[src/rtl/gf4_mul_2om_compress_pkg.sv]
// Shared constants and types for the masked GF(2^2) multiplier compression stage.
package gf4_mul_2om_compress_pkg;

  localparam int SHARES       = 3;
  localparam int CF_PER_COORD = 9;
  localparam int COORDS       = 2;
  localparam int CF_W         = COORDS * CF_PER_COORD;
  localparam int GRP          = CF_PER_COORD / SHARES;  // CF terms folded into one share bit

  // CF indices folded into each output share. Mask terms only cancel across
  // the three shares combined, so a group must never mix with another group.
  localparam logic [GRP-1:0][3:0] G1 = {4'd6, 4'd3, 4'd0};
  localparam logic [GRP-1:0][3:0] G2 = {4'd7, 4'd4, 4'd1};
  localparam logic [GRP-1:0][3:0] G3 = {4'd8, 4'd5, 4'd2};
  localparam logic [SHARES-1:0][GRP-1:0][3:0] G_IDX = {G3, G2, G1};

  typedef logic [COORDS-1:0] share_t;  // bit1 = coord 1, bit0 = coord 0

  typedef struct packed {
    share_t z3;
    share_t z2;
    share_t z1;
  } shares_t;

endpackage

[src/rtl/gf4_share_xor3.sv]
// One share bit for one coordinate: XOR of its three CF terms.
module gf4_share_xor3
  import gf4_mul_2om_compress_pkg::*;
(
  input  logic [GRP-1:0] a,
  output logic           y
);

  assign y = ^a;

endmodule

[src/rtl/gf4_mul_2om_compress.sv]
// Two-stage register + XOR compression of 18 CF outputs into 3 two-bit shares.
// Stage A is the glitch barrier: every compression XOR reads only stage-A flops.
module gf4_mul_2om_compress
  import gf4_mul_2om_compress_pkg::*;
#(
  parameter int CNT_W = 16
) (
  input  logic             clk,
  input  logic             rst,
  input  logic [CF_W-1:0]  cf_in,
  input  logic             in_valid,
  output logic             in_ready,
  output logic [1:0]       z1,
  output logic [1:0]       z2,
  output logic [1:0]       z3,
  output logic             out_valid,
  input  logic             out_ready,
  output logic [CNT_W-1:0] op_count
);

  logic                                    a_valid;
  logic [COORDS-1:0][CF_PER_COORD-1:0]     a_data;
  logic                                    b_valid;
  shares_t                                 b_q;
  logic [SHARES-1:0][COORDS-1:0]           comp;
  logic                                    a_move;
  logic                                    in_xfer;
  logic                                    out_xfer;

  // A drains into B whenever B is empty or being emptied this cycle.
  assign a_move   = a_valid & (~b_valid | out_ready);
  assign in_ready = ~a_valid | ~b_valid | out_ready;
  assign in_xfer  = in_valid & in_ready;
  assign out_xfer = b_valid & out_ready;

  for (genvar c = 0; c < COORDS; c++) begin : g_coord
    for (genvar s = 0; s < SHARES; s++) begin : g_share
      gf4_share_xor3 u_xor (
        .a ({a_data[c][G_IDX[s][2]], a_data[c][G_IDX[s][1]], a_data[c][G_IDX[s][0]]}),
        .y (comp[s][c])
      );
    end
  end

  // Stage A: capture CF outputs; data only loads on an accepted input.
  always_ff @(posedge clk or posedge rst) begin
    if (rst) begin
      a_valid <= 1'b0;
      a_data  <= '0;
    end else if (in_xfer) begin
      a_valid <= 1'b1;
      a_data  <= cf_in;
    end else if (a_move) begin
      a_valid <= 1'b0;
    end
  end

  // Stage B: compressed shares; data only loads when A hands over.
  always_ff @(posedge clk or posedge rst) begin
    if (rst) begin
      b_valid <= 1'b0;
      b_q     <= '0;
    end else if (a_move) begin
      b_valid <= 1'b1;
      b_q     <= {comp[2], comp[1], comp[0]};
    end else if (out_xfer) begin
      b_valid <= 1'b0;
    end
  end

  // Saturating count of completed output transfers.
  always_ff @(posedge clk or posedge rst) begin
    if (rst) begin
      op_count <= '0;
    end else if (out_xfer && (op_count != '1)) begin
      op_count <= op_count + CNT_W'(1);
    end
  end

  assign out_valid = b_valid;
  assign z1        = b_q.z1;
  assign z2        = b_q.z2;
  assign z3        = b_q.z3;

endmodule

[config.mk]
export PLATFORM = sky130hd
export DESIGN_NAME = gf4_mul_2om_compress
export DESIGN_NICKNAME = d
export VERILOG_FILES = /design/src/rtl/gf4_mul_2om_compress_pkg.sv /design/src/rtl/gf4_share_xor3.sv /design/src/rtl/gf4_mul_2om_compress.sv
export SDC_FILE = /design/constraint.sdc
export NUM_CORES = 1
export LEC_CHECK = 0
export ABC_AREA = 1
export CAP_MARGIN = 40
export CORE_MARGIN = 3
export CORE_UTILIZATION = 54
export CTS_CLUSTER_DIAMETER = 100
export CTS_CLUSTER_SIZE = 10
export DETAILED_ROUTE_END_ITERATION = 6
export GPL_TIMING_DRIVEN = 1
export PLACE_DENSITY_LB_ADDON = 0.3
export SYNTH_ARGS = -nofsm -noshare
export SYNTH_HDL_FRONTEND = slang
export SYNTH_HIERARCHICAL = 1
export SYNTH_SLANG_ARGS = --single-unit
[constraint.sdc]
create_clock -name clk -period 3.7 [get_ports clk]
set_clock_uncertainty 0.2 [all_clocks]
set_input_delay 0.74 -clock clk [delete_from_list [all_inputs] [get_ports clk]]
set_output_delay 0.74 -clock clk [all_outputs]
set_load 0.005 [all_outputs]
==> results of run 1 <==
## Yosys cell counts
cell,n
dfrtp_1,42
o21ai_4,1
nand2_1,148
mux2_2,6
nor2_1,16
nor2_2,2
buf_2,2
nand4_2,1
clkbuf_1,2
nand4_1,4
inv_1,37
nand3_1,36
nand2_4,1
xnor2_1,1
ha_1,1
nor2_4,2
nand3b_1,1
buf_1,1
xor2_1,3
## state kept, by name, summed over array words and instances, names as in the netlist
register and flops:
z2 2, out_valid 1, z1 2, z3 2, a_valid 1, op_count 16, a_data 18
## stage by stage
step,util (%),hold slack (ps),worst slack (ps)
2_1_floorplan,-,264,1630
3_3_place_gp,71.6,278,911
3_5_place_dp,71.6,282,905
4_1_cts,73.7,301,896
5_1_grt,73.7,337,854
6_report,73.7,297,909
## power by group through the flow
stage | Combinational [mW] | Sequential, mW | Clock (mW)
after floorplan | 0.194 | 0.625 | 0
after global routing | 0.429 | 0.643 | 0.306
after detailed placement | 0.386 | 0.635 | 0
final | 0.383 | 0.627 | 0.285
after global placement | 0.369 | 0.629 | 0
after CTS | 0.389 | 0.627 | 0.289
## worst reg2reg max path: cells and delay by family, from the launching register on
kind / cells / cell delay (ps)
flip-flops: 1 / 420
AND/OR/NAND/NOR: 7 / 850
adder cells (fa/ha/maj): 1 / 260
## final cells by class
cell class / instances / area, µm²
well taps: 48 / 60.1
multi-input cells: 223 / 1020
repair buffers: 48 / 473
clock inverters: 1 / 7.51
clock buffers: 6 / 72.6
flip-flops and latches: 42 / 1050
fillers: 303 / 1000
inverters: 37 / 139
## metal layers
layer / vias up / global-route usage, % / routed length, µm
li1: 1042 / - / -
met1: 952 / 22.7 / 1970
met2: 56 / 40.7 / 2610
met3: 9 / 4.89 / 227
met4: 0 / 7.87 / 78
met5: - / 0 / 0
## worst paths after layout
kind,depth (start not counted),to,start
max,4,in_ready,out_ready
min,2,a_data[1],a_data[1]
max reg2reg,8,op_count[4],op_count[0]
min reg2reg,2,a_data[1],a_data[1]
max in group asynchronous,3,a_data[1],rst
min in group asynchronous,3,op_count[15],rst
## logic make-up after synthesis
group | count (synthesis)
simple gates | 211
buf+inv | 42
flops | 42
mux | 6
xor+xnor | 4
compound gates | 1
fa+ha+maj | 1
==> impl_metrics.prom, run 1 <==
# TYPE chip_impl_metric gauge
chip_impl_metric{name="die_width",unit="µm"} 70.3
chip_impl_metric{name="clock_power_share",unit="%"} 22.0
chip_impl_metric{name="clock_tree.buffer_depth",unit=""} 2
chip_impl_metric{name="post_synthesis_compound_gate_area_fraction",unit="%"} 0.730
chip_impl_metric{name="finalNonFillerCells",unit=""} 405
chip_impl_metric{name="drtIter0Drc",unit=""} 99
chip_impl_metric{name="number_of_global_route_vias_before_repair",unit=""} 2029
chip_impl_metric{name="synth_warn",unit=""} 6
chip_impl_info{name="crit_type",value="in -> out"} 1
chip_impl_metric{name="synth_cells",unit=""} 307
chip_impl_info{name="critical-path-top-cell-by-count",value="clkdlybuf4s50_1"} 1
chip_impl_metric{name="cts.reportedPaths.clkPinSlew",unit="ps"} 70
chip_impl_metric{name="post-route-period-util",unit="%"} 75.4
chip_impl_metric{name="yosys.area_share.adder",unit="%"} 0.561
chip_impl_metric{name="design.portCount",unit=""} 46
chip_impl_info{name="setup_repair_after_global_routing_missed_its_margin",value="false"} 1
chip_impl_metric{name="synth.area.mux_share",unit="%"} 3.03
chip_impl_metric{name="finalHoldViolCount",unit=""} 0
chip_impl_metric{name="critical_path_peak_fanout",unit=""} 2
chip_impl_metric{name="net-switching-power",unit="µW"} 406
chip_impl_metric{name="total_power",unit="mW"} 1.29
chip_impl_metric{name="post_synth_and_or_nand_nor_area_fraction",unit="%"} 39.8
chip_impl_metric{name="wl_per_cell",unit="µm"} 12.1
chip_impl_metric{name="combinationalPowerShare",unit="%"} 29.6
chip_impl_info{name="synth_top_family_by_area",value="simple AND/OR/NAND/NOR gates"} 1
chip_impl_metric{name="cts_hold_fix_bufs",unit=""} 0
chip_impl_metric{name="top_area_cell_type_share_of_the_netlist_area",unit="%"} 47.1
chip_impl_metric{name="final_antenna_net_count",unit=""} 0
chip_impl_metric{name="antenna_found_initial",unit=""} 0
chip_impl_info{name="cp-start-kind",value="input port"} 1
chip_impl_info{name="layout_commonest_cell",value="nand2_1"} 1
chip_impl_metric{name="leakage",unit="nW"} 1.45
chip_impl_metric{name="crit_arrival",unit="ps"} 1850
chip_impl_metric{name="highest_achievable_clock_rate",unit="GHz"} 0.358
chip_impl_metric{name="max-cap-violations",unit=""} 0
chip_impl_info{name="cpLargestDelayFamily",value="buffers and inverters"} 1
chip_impl_metric{name="clkLatencyLatePin",unit="ps"} 300
chip_impl_info{name="tritoncts",value="done"} 1
chip_impl_info{name="post-synth-top-area-cell",value="dfrtp_1"} 1
chip_impl_metric{name="vias",unit=""} 2059
chip_impl_metric{name="design.die.area",unit="µm²"} 4940
chip_impl_metric{name="grt_pass1_wl",unit="µm"} 8510
chip_impl_metric{name="portBuffers",unit=""} 45
chip_impl_metric{name="layout.cell_area.non_filler",unit="µm²"} 2820
chip_impl_metric{name="route.detailed.drc",unit=""} 0
chip_impl_info{name="outcome",value="completed"} 1
chip_impl_metric{name="seq_power_share",unit="%"} 48.4
chip_impl_metric{name="worst_endpoint_required_time",unit="ps"} 2760
chip_impl_metric{name="placed_cells_incl_taps",unit=""} 398
chip_impl_metric{name="synth-seq-area-share",unit="%"} 47.1
chip_impl_metric{name="p_per_area",unit="nW/µm²"} 459
chip_impl_metric{name="worst_path_largest_cell_delay",unit="ps"} 500
chip_impl_metric{name="nNetsFinal",unit=""} 380
chip_impl_metric{name="max_slew_violation_count",unit=""} 0
chip_impl_metric{name="wirelength",unit="µm"} 4890
chip_impl_metric{name="syn-num-nets",unit=""} 330
chip_impl_metric{name="final.setup.tns",unit="ps"} 0
chip_impl_info{name="synthTopCellsByArea",value="dfrtp_1, nand2_1, nand3_1"} 1
chip_impl_metric{name="htree_num_levels",unit=""} 2
chip_impl_metric{name="globalRoute.totalOverflow",unit=""} 0
chip_impl_metric{name="power.switching_fraction",unit="%"} 31.4
chip_impl_metric{name="syn_to_final_growth",unit="%"} 26.5
chip_impl_metric{name="synth-xor-area-share",unit="%"} 1.57
chip_impl_metric{name="num_antenna_cells",unit=""} 0
chip_impl_metric{name="place_area",unit="µm²"} 2740
chip_impl_metric{name="final_layout_size_suffix_gt1_share",unit="%"} 6.16
chip_impl_metric{name="dp.final_hpwl",unit="µm"} 3570
chip_impl_metric{name="post_synth_instance_area",unit="µm²"} 2230
chip_impl_info{name="worstSetupEndpointType",value="primary output"} 1
chip_impl_metric{name="cts.sink_count",unit=""} 42
chip_impl_metric{name="synth.avg_cell_area",unit="µm²"} 7.26
chip_impl_metric{name="timing.final.crit_period",unit="ps"} 2790
chip_impl_metric{name="r2r_setup_slack",unit="ps"} 1900
chip_impl_info{name="hold_class",value="reg -> reg"} 1
chip_impl_metric{name="total_of_endpoints_with_negative_setup_slack_in_the_final_report",unit=""} 0
chip_impl_metric{name="route.detailed.vias_per_inst",unit=""} 5.08
chip_impl_metric{name="starting_density_of_the_core",unit="%"} 58.3
chip_impl_metric{name="cts_repair_resized_insts",unit=""} 0
chip_impl_info{name="layout.cells.most_common_list",value="nand2_1, clkdlybuf4s50_1, dfrtp_1, inv_1, nand3_1"} 1
chip_impl_info{name="critical-path-slowest-cell",value="clkdlybuf4s50_1"} 1
chip_impl_metric{name="maximum_number_of_pins_on_one_net_before_global_route_repair",unit=""} 43
chip_impl_metric{name="num_rows",unit=""} 22
chip_impl_metric{name="worst_slew_margin_rel",unit="%"} 60.6
chip_impl_metric{name="worst_slew_pin_slew",unit="ps"} 590
chip_impl_metric{name="track_usage",unit="%"} 21.5
chip_impl_metric{name="core-area",unit="µm²"} 3830
chip_impl_metric{name="floorplan.die.height",unit="µm"} 70.3
chip_impl_metric{name="firstDrtPassIters",unit=""} 4
chip_impl_metric{name="yosys.cell_types.count",unit=""} 19
chip_impl_metric{name="internal-power",unit="µW"} 889
chip_impl_metric{name="crit_buf_inv",unit=""} 3
chip_impl_metric{name="gpl.final_weighted_congestion",unit=""} 0.837
chip_impl_metric{name="post_cts.repair.setup_buffers",unit=""} 0
chip_impl_metric{name="cts_buffers",unit=""} 5
chip_impl_metric{name="postSynthRegisterBits",unit=""} 42
chip_impl_info{name="worstPathCellList",value="clkdlybuf4s50_1, inv_1, nand3_1, clkdlybuf4s50_1"} 1
chip_impl_info{name="clk_root_buffer_cell",value="clkbuf_8"} 1
chip_impl_metric{name="peakVddDrop",unit="mV"} 0.358
Power figures use the tool's default switching activity.
==> run 2, diff against run 1 <==
--- a/config.mk
+++ b/config.mk
@@ -8,7 +8,7 @@
 export ABC_AREA = 1
 export CAP_MARGIN = 40
 export CORE_MARGIN = 3
-export CORE_UTILIZATION = 54
+export CORE_UTILIZATION = 46
 export CTS_CLUSTER_DIAMETER = 100
 export CTS_CLUSTER_SIZE = 10
 export DETAILED_ROUTE_END_ITERATION = 6
==> constraint.sdc (replaced) <==
create_clock -name clk -period 2.3 [get_ports clk]
set_clock_uncertainty 0.2 [all_clocks]
set_input_delay 0.46 -clock clk [delete_from_list [all_inputs] [get_ports clk]]
set_output_delay 0.46 -clock clk [all_outputs]
set_load 0.005 [all_outputs]
==> run 2 against run 1 <==
Compared with the run above:
- register-to-register slack lost 1400 ps
- combinational power grew 58%
- via count shrank 1.1%
- final cell count grew 1.5%
- critical path depth is the same
- die area grew 16%
- design area grew 1.4%
- first-iteration DRC count grew 28%
- utilization shrank 10 points
- power grew 69%
- worst hold slack gained 3.3 ps
- critical path type unchanged
==> impl_metrics.prom, run 2 (synthesized netlist as in run 1, its figures left out) <==
# TYPE chip_impl_metric gauge
chip_impl_metric{name="final_core_util",unit="%"} 63.5
chip_impl_metric{name="p_per_area",unit="nW/µm²"} 764
chip_impl_metric{name="design.die.area",unit="µm²"} 5720
chip_impl_info{name="cp-start-kind",value="input port"} 1
chip_impl_info{name="hold_class",value="reg -> reg"} 1
chip_impl_info{name="layout_commonest_cell",value="nand2_1"} 1
chip_impl_metric{name="track_usage",unit="%"} 18.2
chip_impl_info{name="clk_root_buffer_cell",value="clkbuf_8"} 1
chip_impl_metric{name="core-area",unit="µm²"} 4500
chip_impl_metric{name="starting_density_of_the_core",unit="%"} 49.5
chip_impl_metric{name="worst_slew_margin_rel",unit="%"} 64.5
chip_impl_metric{name="firstDrtPassIters",unit=""} 4
chip_impl_metric{name="wirelength",unit="µm"} 4500
chip_impl_metric{name="cts_buffers",unit=""} 5
chip_impl_metric{name="finalHoldViolCount",unit=""} 0
chip_impl_metric{name="total_of_endpoints_with_negative_setup_slack_in_the_final_report",unit=""} 0
chip_impl_metric{name="leakage",unit="nW"} 1.47
chip_impl_metric{name="place_area",unit="µm²"} 2750
chip_impl_metric{name="peakVddDrop",unit="mV"} 0.426
chip_impl_metric{name="dp.final_hpwl",unit="µm"} 3280
chip_impl_info{name="tritoncts",value="done"} 1
chip_impl_metric{name="whs_path_depth",unit=""} 2
chip_impl_info{name="layout.cells.most_common_list",value="nand2_1, clkdlybuf4s50_1, dfrtp_1, inv_1, nand3_1"} 1
chip_impl_metric{name="reg2regPathDepth",unit=""} 8
chip_impl_metric{name="clkLatencyLatePin",unit="ps"} 300
chip_impl_metric{name="worst_endpoint_required_time",unit="ps"} 1640
chip_impl_metric{name="fillers",unit=""} 417
chip_impl_metric{name="antenna_found_initial",unit=""} 0
chip_impl_metric{name="drtIter0Drc",unit=""} 127
chip_impl_metric{name="cts.sink_count",unit=""} 42
chip_impl_metric{name="nNetsFinal",unit=""} 381
chip_impl_info{name="setup_repair_after_global_routing_missed_its_margin",value="false"} 1
chip_impl_metric{name="vias",unit=""} 2037
chip_impl_info{name="crit_type",value="in -> out"} 1
chip_impl_metric{name="num_rows",unit=""} 24
chip_impl_metric{name="final.setup.tns",unit="ps"} 0
chip_impl_metric{name="design.portCount",unit=""} 46
chip_impl_metric{name="critical_path_peak_fanout",unit=""} 2
chip_impl_info{name="timing.hold.worst_endpoint",value="a_data[4]"} 1
chip_impl_info{name="outcome",value="completed"} 1
chip_impl_info{name="rr_endpoint",value="op_count[5]"} 1
chip_impl_info{name="reg2reg_from",value="op_count[0]"} 1
chip_impl_metric{name="clock_tree.buffer_depth",unit=""} 2
chip_impl_metric{name="wl_per_cell",unit="µm"} 10.9
chip_impl_metric{name="fin_ws",unit="ps"} 260
chip_impl_metric{name="final_antenna_net_count",unit=""} 0
chip_impl_metric{name="cts_hold_fix_bufs",unit=""} 0
chip_impl_metric{name="cts.reportedPaths.clkPinSlew",unit="ps"} 70
chip_impl_metric{name="route.detailed.vias_per_inst",unit=""} 4.96
chip_impl_metric{name="num_antenna_cells",unit=""} 0
chip_impl_metric{name="portBuffers",unit=""} 45
chip_impl_metric{name="post_cts.repair.setup_buffers",unit=""} 0
chip_impl_metric{name="final_layout_size_suffix_gt1_share",unit="%"} 6.96
chip_impl_metric{name="r2r_setup_slack",unit="ps"} 510
chip_impl_metric{name="grt_pass1_wl",unit="µm"} 7890
chip_impl_metric{name="highest_achievable_clock_rate",unit="GHz"} 0.490
chip_impl_metric{name="post-route-period-util",unit="%"} 88.7
chip_impl_info{name="hp-start",value="a_data[4]"} 1
chip_impl_metric{name="largest_register_ffs",unit=""} 18
chip_impl_info{name="top_register",value="a_data"} 1
chip_impl_metric{name="route.detailed.drc",unit=""} 0
chip_impl_metric{name="timing.final.crit_period",unit="ps"} 2040
chip_impl_metric{name="gpl.final_weighted_congestion",unit=""} 0.872
chip_impl_metric{name="max-cap-violations",unit=""} 0
chip_impl_metric{name="htree_num_levels",unit=""} 2
chip_impl_metric{name="crit_arrival",unit="ps"} 1380
chip_impl_metric{name="globalRoute.totalOverflow",unit=""} 0
chip_impl_info{name="worstSetupEndpointType",value="primary output"} 1
chip_impl_info{name="largest_registers",value="a_data: 18 flops, op_count: 16 flops"} 1
chip_impl_metric{name="number_of_global_route_vias_before_repair",unit=""} 1882
chip_impl_metric{name="max_slew_violation_count",unit=""} 0
chip_impl_metric{name="maximum_number_of_pins_on_one_net_before_global_route_repair",unit=""} 43
chip_impl_metric{name="syn_to_final_growth",unit="%"} 28.3
chip_impl_metric{name="floorplan.die.height",unit="µm"} 75.6
chip_impl_metric{name="die_width",unit="µm"} 75.6
chip_impl_metric{name="hold-worst-slack",unit="ps"} 300
chip_impl_metric{name="worst_slew_pin_slew",unit="ps"} 532
chip_impl_metric{name="layout.cell_area.non_filler",unit="µm²"} 2860
chip_impl_metric{name="post-place-ws",unit="ps"} 0.211
## run 2: changes by cell type in the layout (fill, tap and decap cells not counted)
cell	before	now
clkbuf_1	1	0
clkinvlp_4	1	0
buf_4	3	4
bufinv_16	0	1
clkdlybuf4s50_1	45	44
dlygate4sd2_1	0	1
clkinv_2	0	2
## run 2: worst max-delay path by stage
| stage | cells past startpoint | end | slack (ps) | start |
|---|---|---|---|---|
| floorplan | 1 | a_data[0] | 670 | rst |
| global placement | 4 | in_ready | -6 | out_ready |
| detailed placement | 4 | in_ready | 0.2 | out_ready |
| CTS | 4 | in_ready | 260 | out_ready |
| global route | 4 | in_ready | 240 | out_ready |
| finish | 4 | in_ready | 260 | out_ready |
## run 2: area by class of cell
class,instances,area (µm²),share of cell area [%]
Sequential cell,42,1050,36.7
Multi-Input combinational cell,223,1020,35.6
Timing Repair Buffer,49,479,16.7
Inverter,37,139,4.85
Clock buffer,5,68.8,2.40
Tap cell,52,65.1,2.27
Clock inverter,3,40.0,1.40
## run 2: report_power, final
group          internal (mW)  total (mW)  switching (mW)  leakage (nW)
combinational          0.341       0.605           0.264         0.883
clock                  0.319       0.577           0.258        0.0579
sequential             0.881        1.00           0.124         0.533
total                   1.54        2.19           0.646          1.47
## run 2: worst max-delay path, cell delays in order
cell	delay (ps)
clkdlybuf4s50_1	420
inv_1	80
nand3_1	120
dlygate4sd2_1	300
## run 2: timing repair
item | 4_1_cts | 5_1_grt
hold endpoints to repair | 0 | 0
gates resized for setup | 1 | 0
setup endpoints to repair | 1 | 0
## run 2: per-layer routing
metal / global-route usage (%) / routed length, µm
met3: 5.01 / 224
met2: 31.4 / 2210
met5: 0 / 0
met4: 8.16 / 103
met1: 21.0 / 1960
## run 2: stage by stage
stage                     power (mW)  instances
after floorplan                 1.32        307
after global placement          1.62        403
after detailed placement        1.63        403
after CTS                       2.21        411
after global routing            2.34        411
final                           2.19        411
==> run 3, diff against run 2 <==
--- a/config.mk
+++ b/config.mk
@@ -13,6 +13,7 @@
 export CTS_CLUSTER_SIZE = 10
 export DETAILED_ROUTE_END_ITERATION = 6
 export GPL_TIMING_DRIVEN = 1
+export MAX_ROUTING_LAYER = met4
 export PLACE_DENSITY_LB_ADDON = 0.3
 export SYNTH_ARGS = -nofsm -noshare
 export SYNTH_HDL_FRONTEND = slang
==> run 3 against run 2 <==
Compared with the run above:
- worst hold slack unchanged
- final cell count did not move
- power hardly changed
- fmax is the same
- die area unchanged
- clock power is essentially flat
- clock-buffer cell count stayed put
- sequential power is essentially flat
- global-route usage grew 0.56 points
- sequential share of layout area unchanged
- combinational power about the same
==> impl_metrics.prom, run 3 (synthesized netlist as in run 1, its figures left out) <==
# TYPE chip_impl_metric gauge
chip_impl_info{name="grt_busiest_layer",value="met2"} 1
chip_impl_metric{name="drtIter0Drc",unit=""} 136
chip_impl_metric{name="syn_to_final_growth",unit="%"} 28.3
chip_impl_metric{name="cts_repair_resized_insts",unit=""} 1
chip_impl_metric{name="number_of_global_route_vias_before_repair",unit=""} 1882
chip_impl_info{name="worstPathCellList",value="clkdlybuf4s50_1, inv_1, nand3_1, dlygate4sd2_1"} 1
chip_impl_info{name="layout_commonest_cell",value="nand2_1"} 1
chip_impl_info{name="outcome",value="completed"} 1
chip_impl_metric{name="finalNonFillerCells",unit=""} 411
chip_impl_metric{name="timing.final.crit_period",unit="ps"} 2040
chip_impl_info{name="hold_class",value="reg -> reg"} 1
chip_impl_metric{name="route.detailed.drc",unit=""} 0
chip_impl_metric{name="worst_path_largest_cell_delay",unit="ps"} 420
chip_impl_metric{name="starting_density_of_the_core",unit="%"} 49.5
chip_impl_metric{name="num_rows",unit=""} 24
chip_impl_metric{name="crit_buf_inv",unit=""} 3
chip_impl_metric{name="multi_input_area",unit="µm²"} 1020
chip_impl_metric{name="hold-worst-slack",unit="ps"} 300
chip_impl_metric{name="track_usage",unit="%"} 18.7
chip_impl_info{name="setup_repair_after_global_routing_missed_its_margin",value="false"} 1
chip_impl_metric{name="nNetsFinal",unit=""} 381
chip_impl_info{name="worstSetupEndpointType",value="primary output"} 1
chip_impl_metric{name="final.setup.tns",unit="ps"} 0
chip_impl_metric{name="use_met3",unit="%"} 4.88
chip_impl_metric{name="cts.reportedPaths.clkPinSlew",unit="ps"} 70
chip_impl_metric{name="wl_per_cell",unit="µm"} 10.9
chip_impl_metric{name="dp.final_hpwl",unit="µm"} 3280
chip_impl_metric{name="route.detailed.vias_per_inst",unit=""} 4.96
chip_impl_metric{name="leakage",unit="nW"} 1.47
chip_impl_metric{name="critical_path_peak_fanout",unit=""} 2
chip_impl_metric{name="ff_latch_area",unit="µm²"} 1050
chip_impl_metric{name="htree_num_levels",unit=""} 2
chip_impl_metric{name="post-place-ws",unit="ps"} 0.211
chip_impl_metric{name="globalRoute.totalOverflow",unit=""} 0
chip_impl_metric{name="peakVddDrop",unit="mV"} 0.426
chip_impl_metric{name="worst_endpoint_required_time",unit="ps"} 1640
chip_impl_metric{name="use_met2",unit="%"} 31.4
chip_impl_metric{name="largest_register_ffs",unit=""} 18
chip_impl_metric{name="final_antenna_net_count",unit=""} 0
chip_impl_info{name="crit_type",value="in -> out"} 1
chip_impl_metric{name="cts_buffers",unit=""} 5
chip_impl_info{name="tritoncts",value="done"} 1
chip_impl_metric{name="fillers",unit=""} 417
chip_impl_metric{name="design.portCount",unit=""} 46
chip_impl_metric{name="total_power",unit="mW"} 2.19
chip_impl_metric{name="worst_slew_pin_slew",unit="ps"} 532
chip_impl_info{name="critical-path-slowest-cell",value="clkdlybuf4s50_1"} 1
chip_impl_metric{name="clock_tree.buffer_depth",unit=""} 2
chip_impl_metric{name="highest_achievable_clock_rate",unit="GHz"} 0.490
chip_impl_metric{name="placed_cells_incl_taps",unit=""} 403
chip_impl_metric{name="r2r_setup_slack",unit="ps"} 510
chip_impl_metric{name="final_core_util",unit="%"} 63.5
chip_impl_metric{name="worst_slew_margin_rel",unit="%"} 64.5
chip_impl_metric{name="layout.cell_area.non_filler",unit="µm²"} 2860
chip_impl_info{name="cpLargestDelayFamily",value="buffers and inverters"} 1
chip_impl_metric{name="clkLatencyLatePin",unit="ps"} 300
chip_impl_metric{name="num_antenna_cells",unit=""} 0
chip_impl_metric{name="post-route-period-util",unit="%"} 88.7
chip_impl_metric{name="total_of_endpoints_with_negative_setup_slack_in_the_final_report",unit=""} 0
chip_impl_info{name="layout.cells.most_common_list",value="nand2_1, clkdlybuf4s50_1, dfrtp_1, inv_1, nand3_1"} 1
chip_impl_metric{name="firstDrtPassIters",unit=""} 4
chip_impl_metric{name="floorplan.die.height",unit="µm"} 75.6
chip_impl_metric{name="design.die.area",unit="µm²"} 5720
chip_impl_metric{name="grt_pass1_wl",unit="µm"} 7890
chip_impl_metric{name="core-area",unit="µm²"} 4500
chip_impl_metric{name="p_per_area",unit="nW/µm²"} 764
chip_impl_metric{name="max-cap-violations",unit=""} 0
chip_impl_info{name="largest_registers",value="a_data: 18 flops, op_count: 16 flops"} 1
chip_impl_info{name="clk_root_buffer_cell",value="clkbuf_8"} 1
chip_impl_info{name="cp-start-kind",value="input port"} 1
chip_impl_metric{name="gpl.final_weighted_congestion",unit=""} 0.887
chip_impl_info{name="top_register",value="a_data"} 1
chip_impl_metric{name="maximum_number_of_pins_on_one_net_before_global_route_repair",unit=""} 43
chip_impl_metric{name="cts.sink_count",unit=""} 42
chip_impl_metric{name="max_slew_violation_count",unit=""} 0
chip_impl_metric{name="portBuffers",unit=""} 45
chip_impl_metric{name="vias",unit=""} 2037
chip_impl_metric{name="crit_arrival",unit="ps"} 1380
chip_impl_metric{name="finalHoldViolCount",unit=""} 0
chip_impl_metric{name="post_cts.repair.setup_buffers",unit=""} 0
chip_impl_metric{name="fin_ws",unit="ps"} 260
chip_impl_metric{name="cts_hold_fix_bufs",unit=""} 0
chip_impl_metric{name="wirelength",unit="µm"} 4500
chip_impl_metric{name="antenna_found_initial",unit=""} 0
chip_impl_metric{name="final_layout_size_suffix_gt1_share",unit="%"} 6.96
chip_impl_metric{name="die_width",unit="µm"} 75.6
chip_impl_metric{name="place_area",unit="µm²"} 2750
chip_impl_metric{name="use_met1",unit="%"} 21.1
run 3: layout make-up:
type,count,share of cell area [%]
Multi-Input combinational cell,223,35.6
Timing Repair Buffer,49,16.7
Clock inverter,3,1.40
Tap cell,52,2.27
Sequential cell,42,36.7
Inverter,37,4.85
Clock buffer,5,2.40
run 3: power by group:
part           total, mW  leakage (nW)  internal [mW]  switching (mW)
logic              0.605         0.883          0.341           0.264
clock network      0.577        0.0579          0.319           0.258
registers           1.00         0.533          0.881           0.124
total               2.19          1.47           1.54           0.646
run 3: path summary, 6_finish.rpt:
check	from	endpoint	depth (start not counted)
worst max-delay path	out_ready	in_ready	4
worst min-delay path	a_data[4]	a_data[4]	2
worst max register to register	op_count[0]	op_count[5]	8
worst min register to register	a_data[4]	a_data[4]	2
max in group asynchronous	rst	z1[0]	3
min in group asynchronous	rst	z3[1]	3
run 3: worst min-delay path: stages (launching register included):
cell and delay (ps):
dfrtp_1 360, nand2_1 60, nand2_1 50
run 3: routing by layer:
layer	part of all wire, %	up-vias
li1	-	1047
met1	44	925
met2	49	54
met3	4.8	11
met4	2.3	0
met5	0	-
